**config.mk**
```make
export PLATFORM = sky130hd
export DESIGN_NAME = conv_seq_ctrl
export DESIGN_NICKNAME = d
export VERILOG_FILES = /design/src/rtl/conv_pkg.sv /design/src/rtl/conv_mac_unit.sv /design/src/rtl/conv_seq_ctrl.sv
export SDC_FILE = /design/constraint.sdc
export NUM_CORES = 1
export LEC_CHECK = 0
export ABC_AREA = 1
export CAP_MARGIN = 20
export CORE_MARGIN = 4
export CORE_UTILIZATION = 55
export CTS_CLUSTER_DIAMETER = 60
export DETAILED_ROUTE_END_ITERATION = 8
export DONT_BUFFER_PORTS = 1
export PLACE_DENSITY = 0.82
export SYNTH_ARGS = -nofsm -noshare
export SYNTH_HDL_FRONTEND = slang
export SYNTH_SLANG_ARGS = --single-unit
```
**constraint.sdc**
```tcl
create_clock -name clk -period 6.55 [get_ports clk]
set_input_delay 1.31 -clock clk [delete_from_list [all_inputs] [get_ports clk]]
set_output_delay 1.31 -clock clk [all_outputs]
set_load 0.01 [all_outputs]
```
**src/rtl/conv_pkg.sv**
```systemverilog
// Shared defaults, FSM state encoding and index sizing for the
// truncated-convolution sequencer.
package conv_pkg;

    localparam int N_TAPS_DEF = 9;
    localparam int DW_DEF     = 4;
    localparam int RW_DEF     = 8;
    localparam int IDX_W      = $clog2(N_TAPS_DEF);

    typedef enum logic [1:0] {
        IDLE,
        MAC,
        DONE
    } state_t;

    function automatic int idx_width(input int n);
        return (n > 1) ? $clog2(n) : 1;
    endfunction

endpackage

```
**src/rtl/conv_mac_unit.sv**
```systemverilog
// Single shared multiply-accumulate: sum = (acc + a*b) mod 2^RW.
module conv_mac_unit #(
    parameter int DW = 4,
    parameter int RW = 8
) (
    input  logic [DW-1:0] a,
    input  logic [DW-1:0] b,
    input  logic [RW-1:0] acc,
    output logic [RW-1:0] sum
);

    logic [2*DW-1:0] prod;

    assign prod = a * b;
    assign sum  = acc + RW'(prod);

endmodule

```
**src/rtl/conv_seq_ctrl.sv**
```systemverilog
// Sequencer for a truncated causal convolution using one time-shared
// multiplier and accumulator; one result element per inner-loop pass.
import conv_pkg::*;

module conv_seq_ctrl #(
    parameter int N_TAPS = N_TAPS_DEF,
    parameter int DW     = DW_DEF,
    parameter int RW     = RW_DEF
) (
    input  logic                 clk,
    input  logic                 rst,
    input  logic                 in_valid,
    output logic                 in_ready,
    input  logic [N_TAPS*DW-1:0] a_in,
    input  logic [N_TAPS*DW-1:0] b_in,
    output logic                 out_valid,
    input  logic                 out_ready,
    output logic [N_TAPS*RW-1:0] c_out,
    output logic                 busy
);

    localparam int IW = idx_width(N_TAPS);
    localparam logic [IW-1:0] LAST = IW'(N_TAPS - 1);

    state_t         state;
    logic [IW-1:0]  i;
    logic [IW-1:0]  j;
    logic [IW-1:0]  k;
    logic [RW-1:0]  acc;
    logic [RW-1:0]  acc_next;
    logic [DW-1:0]  a_arr [N_TAPS];
    logic [DW-1:0]  b_arr [N_TAPS];
    logic [RW-1:0]  c_arr [N_TAPS];
    logic [DW-1:0]  a_sel;
    logic [DW-1:0]  b_sel;

    assign k     = i - j;
    assign a_sel = a_arr[j];
    assign b_sel = b_arr[k];

    conv_mac_unit #(
        .DW (DW),
        .RW (RW)
    ) u_mac (
        .a   (a_sel),
        .b   (b_sel),
        .acc (acc),
        .sum (acc_next)
    );

    for (genvar g = 0; g < N_TAPS; g++) begin : g_c
        assign c_out[(N_TAPS-1-g)*RW +: RW] = c_arr[g];
    end

    // out_valid rises one cycle after entering DONE, and only then is
    // out_ready honoured, so the handshake always sees a settled result.
    always_ff @(posedge clk) begin
        if (rst) begin
            state     <= IDLE;
            i         <= '0;
            j         <= '0;
            acc       <= '0;
            in_ready  <= 1'b1;
            out_valid <= 1'b0;
            busy      <= 1'b0;
            for (int n = 0; n < N_TAPS; n++) begin
                a_arr[n] <= '0;
                b_arr[n] <= '0;
                c_arr[n] <= '0;
            end
        end else begin
            unique case (state)
                IDLE: begin
                    if (in_valid) begin
                        for (int n = 0; n < N_TAPS; n++) begin
                            a_arr[n] <= a_in[(N_TAPS-1-n)*DW +: DW];
                            b_arr[n] <= b_in[(N_TAPS-1-n)*DW +: DW];
                        end
                        i        <= '0;
                        j        <= '0;
                        acc      <= '0;
                        in_ready <= 1'b0;
                        busy     <= 1'b1;
                        state    <= MAC;
                    end
                end
                MAC: begin
                    if (j == i) begin
                        c_arr[i] <= acc_next;
                        acc      <= '0;
                        j        <= '0;
                        if (i == LAST) begin
                            busy  <= 1'b0;
                            state <= DONE;
                        end else begin
                            i <= i + 1'b1;
                        end
                    end else begin
                        acc <= acc_next;
                        j   <= j + 1'b1;
                    end
                end
                DONE: begin
                    if (!out_valid) begin
                        out_valid <= 1'b1;
                    end else if (out_ready) begin
                        out_valid <= 1'b0;
                        in_ready  <= 1'b1;
                        state     <= IDLE;
                    end
                end
                default: begin
                    state <= IDLE;
                end
            endcase
        end
    end

endmodule

```
==> run metrics <==
hpwl dp=11300 um; Worst Path Arrival=5.60 ns; Tot GR Track Use=19.4%; TNS Setup=0 ns; Yosys warnings=0; CTS tree=built; Die Span X=129 um; setup-violating endpoint count in the final report=0; Final Skew=0.0149 ns; I/O pins=151; Placed Area=0.00824 sq mm; CTS H-Tree Depth=4; max_cap viols=0; CTS Sinks=169; dominant cells by area after synthesis=edfxtp_1, nor2_1, nand2_1, inv_1, dfxtp_1; mapped cell area=0.00810 sq mm; CP endpoint kind=flop; PD cells=401 mW/mm^2; crit path max-delay cell type=xnor2_1; final core occ=61.1%; GP Congestion=0.847; critical-path cell list=inv_1 -> ha_1 -> inv_1 -> fa_1 -> inv_1 -> nand3_1 -> nand2_1 -> nand2_1 -> nand3_1 -> nand3_1 -> fa_1 -> fa_1 -> fa_1 -> inv_1 -> ha_1 -> xnor2_1 -> o22ai_1 -> inv_1 -> nor2_1; Pre-antenna DRT Iters=4; Post-Syn Instances=844; number of global-route vias before repair=5159; #FFs+latches synth=169; RR Startpoint=i[0]$_SDFFE_PP0P_; minimum clock period=5.28 ns; clock buffer depth=2; GRT overflow=0; top-area cell type share of the netlist area=53.4%; register area share after synthesis=59.6%; Worst VDD drop=257 uV; Worst-Skew Late Latency=0.43 ns; number of flops mapped to enable cells by yosys=144; largest area contributor in the netlist=edfxtp_1; ANT nets after route=0; status=completed; Bufs and invs on worst path=5; CP required=6.88 ns; Hold Crit Class=reg2reg; most common cell in the netlist=nor2_1; root buffer cell=clkbuf_16; max-slew violations=0; final worst-path cycle share=80.5%; worst setup margin=1.27 ns; max incr delay on CP=0.83 ns; Post-Syn Nets=953; vias per std cell=5.19; critical path's top delay family=adder cells; Post-route DRC=0; Final #Nets=953; fraction of layout instances using a drive strength above 1=6.65%; via count=5400; post_cts resized=0; Hold Vio Cnt, Final=0; initial detailed-routing violation count=427; Initial Utilization=55.9%; WL final=16000 um; largest net degree at the start of global routing=74; crit path max fanout=10; initial antenna violation count=0; fraction of registers with async set/reset=0%; Clk pin slew, worst setup/hold paths=0.07 ns; crit start category=flop; Final Cell Area=0.00884 sq mm; relative slew slack=31.1%; first-pass GRT wire length=25200 um; critical setup path kind=reg2reg; I/O Buffers=0; fmax=0.190 GHz; post-DR wirelength/cell=15.4 um; total power=3.55 mW; main flop type after synthesis=edfxtp_1; Distinct cells, synth=33; actual slew at the worst max-slew pin=1.03 ns; P&R area growth vs syn=9.19%; core area=0.0145 sq mm; CP most frequent cell=inv_1; Leak=3.91 nW; synth cell count leaders=nor2_1, nand2_1, inv_1, edfxtp_1, nand3_1; Die Height=129 um; postcts setup bufs=0; die area=0.0167 sq mm; pre-CTS setup slack=1.35 ns; Setup crit start=i[0]$_SDFFE_PP0P_; CTS Hold Bufs=0; cell row count=44; syn_area_per_cell=9.60 sq um; Num CTS Buffers=17; HP Start=acc[4]$_SDFFE_PP0P_; RSZ-0062 raised after global routing=no; n_diodes=0
## worst paths after layout
| check | end | slack [ns] | cells past startpoint |
|---|---|---|---|
| worst max-delay path | acc[3]$_SDFFE_PP0P_ | 1.27 | 19 |
| worst min-delay path | acc[4]$_SDFFE_PP0P_ | 0.47 | 2 |
| worst max register to register | acc[3]$_SDFFE_PP0P_ | 1.27 | 19 |
| worst min register to register | acc[4]$_SDFFE_PP0P_ | 0.47 | 2 |
## layout by cell type (no fill, tap or decap), types with 4 or more instances in the layout
| cell | Yosys | layout |
|---|---|---|
| clkbuf_16 | 0 | 17 |
| inv_1 | 157 | 156 |
| fa_1 | 10 | 10 |
| a21oi_1 | 23 | 23 |
| nand3_1 | 66 | 66 |
| inv_8 | 0 | 5 |
| dfxtp_1 | 25 | 25 |
| nand3_4 | 8 | 8 |
| clkinv_8 | 0 | 5 |
| ha_1 | 23 | 23 |
| xnor2_1 | 4 | 4 |
| nor2_1 | 166 | 166 |
| o21ai_0 | 6 | 6 |
| nand2_1 | 160 | 159 |
| edfxtp_1 | 144 | 144 |
| xor2_1 | 4 | 4 |
| clkinv_1 | 5 | 5 |
| or2_2 | 4 | 4 |
## report_power, final
part           internal [mW]  leakage [nW]  switching, mW
clock network          0.517         0.292          0.482
logic                  0.321          1.89          0.852
registers               1.31          1.72         0.0720
## cell families after synthesis
family / synth area share, %
buffers and inverters: 8.99
AO/OA/AOI/OAI: 2.27
adder cells (fa/ha/maj): 6.02
XOR/XNOR: 0.865
AND/OR/NAND/NOR: 22.3
flip-flops: 59.6
## worst min-delay path: stages (launching register included)
cell     delay (ns)
dfxtp_1        0.31
nand2_1        0.06
a21oi_1        0.05
## through the flow
step | hold slack [ns] | cells
final | 0.465 | 1041
after global routing | 0.495 | 1041
after CTS | 0.466 | 1041
after detailed placement | 0.456 | 1009
after global placement | 0.450 | 1009
after floorplan | 0.445 | 844
## final cells by class
type / instances / area (sq um)
inverter: 163 / 612
clock buffer: 17 / 425
tap: 184 / 230
fill: 1166 / 5630
multi-input combinational: 490 / 2550
sequential: 169 / 4820
timing repair buffer: 3 / 22.5
clock inverter: 15 / 180
## registers in the layout (all words and copies together), names as in the netlist, named ones only
register / count
a_arr: 36
state: 2
j: 4
b_arr: 36
c_arr: 72
i: 4
busy: 1
out_valid: 1
in_ready: 1
acc: 8
## metal layers
metal,part of all wire [%],up-vias,track usage [%]
met5,0,-,0
met4,1.7,0,6.73
met3,7.0,19,4.62
met2,49,176,31.8
met1,43,2542,25.5
li1,-,2663,-
Power figures use the tool's default switching activity.
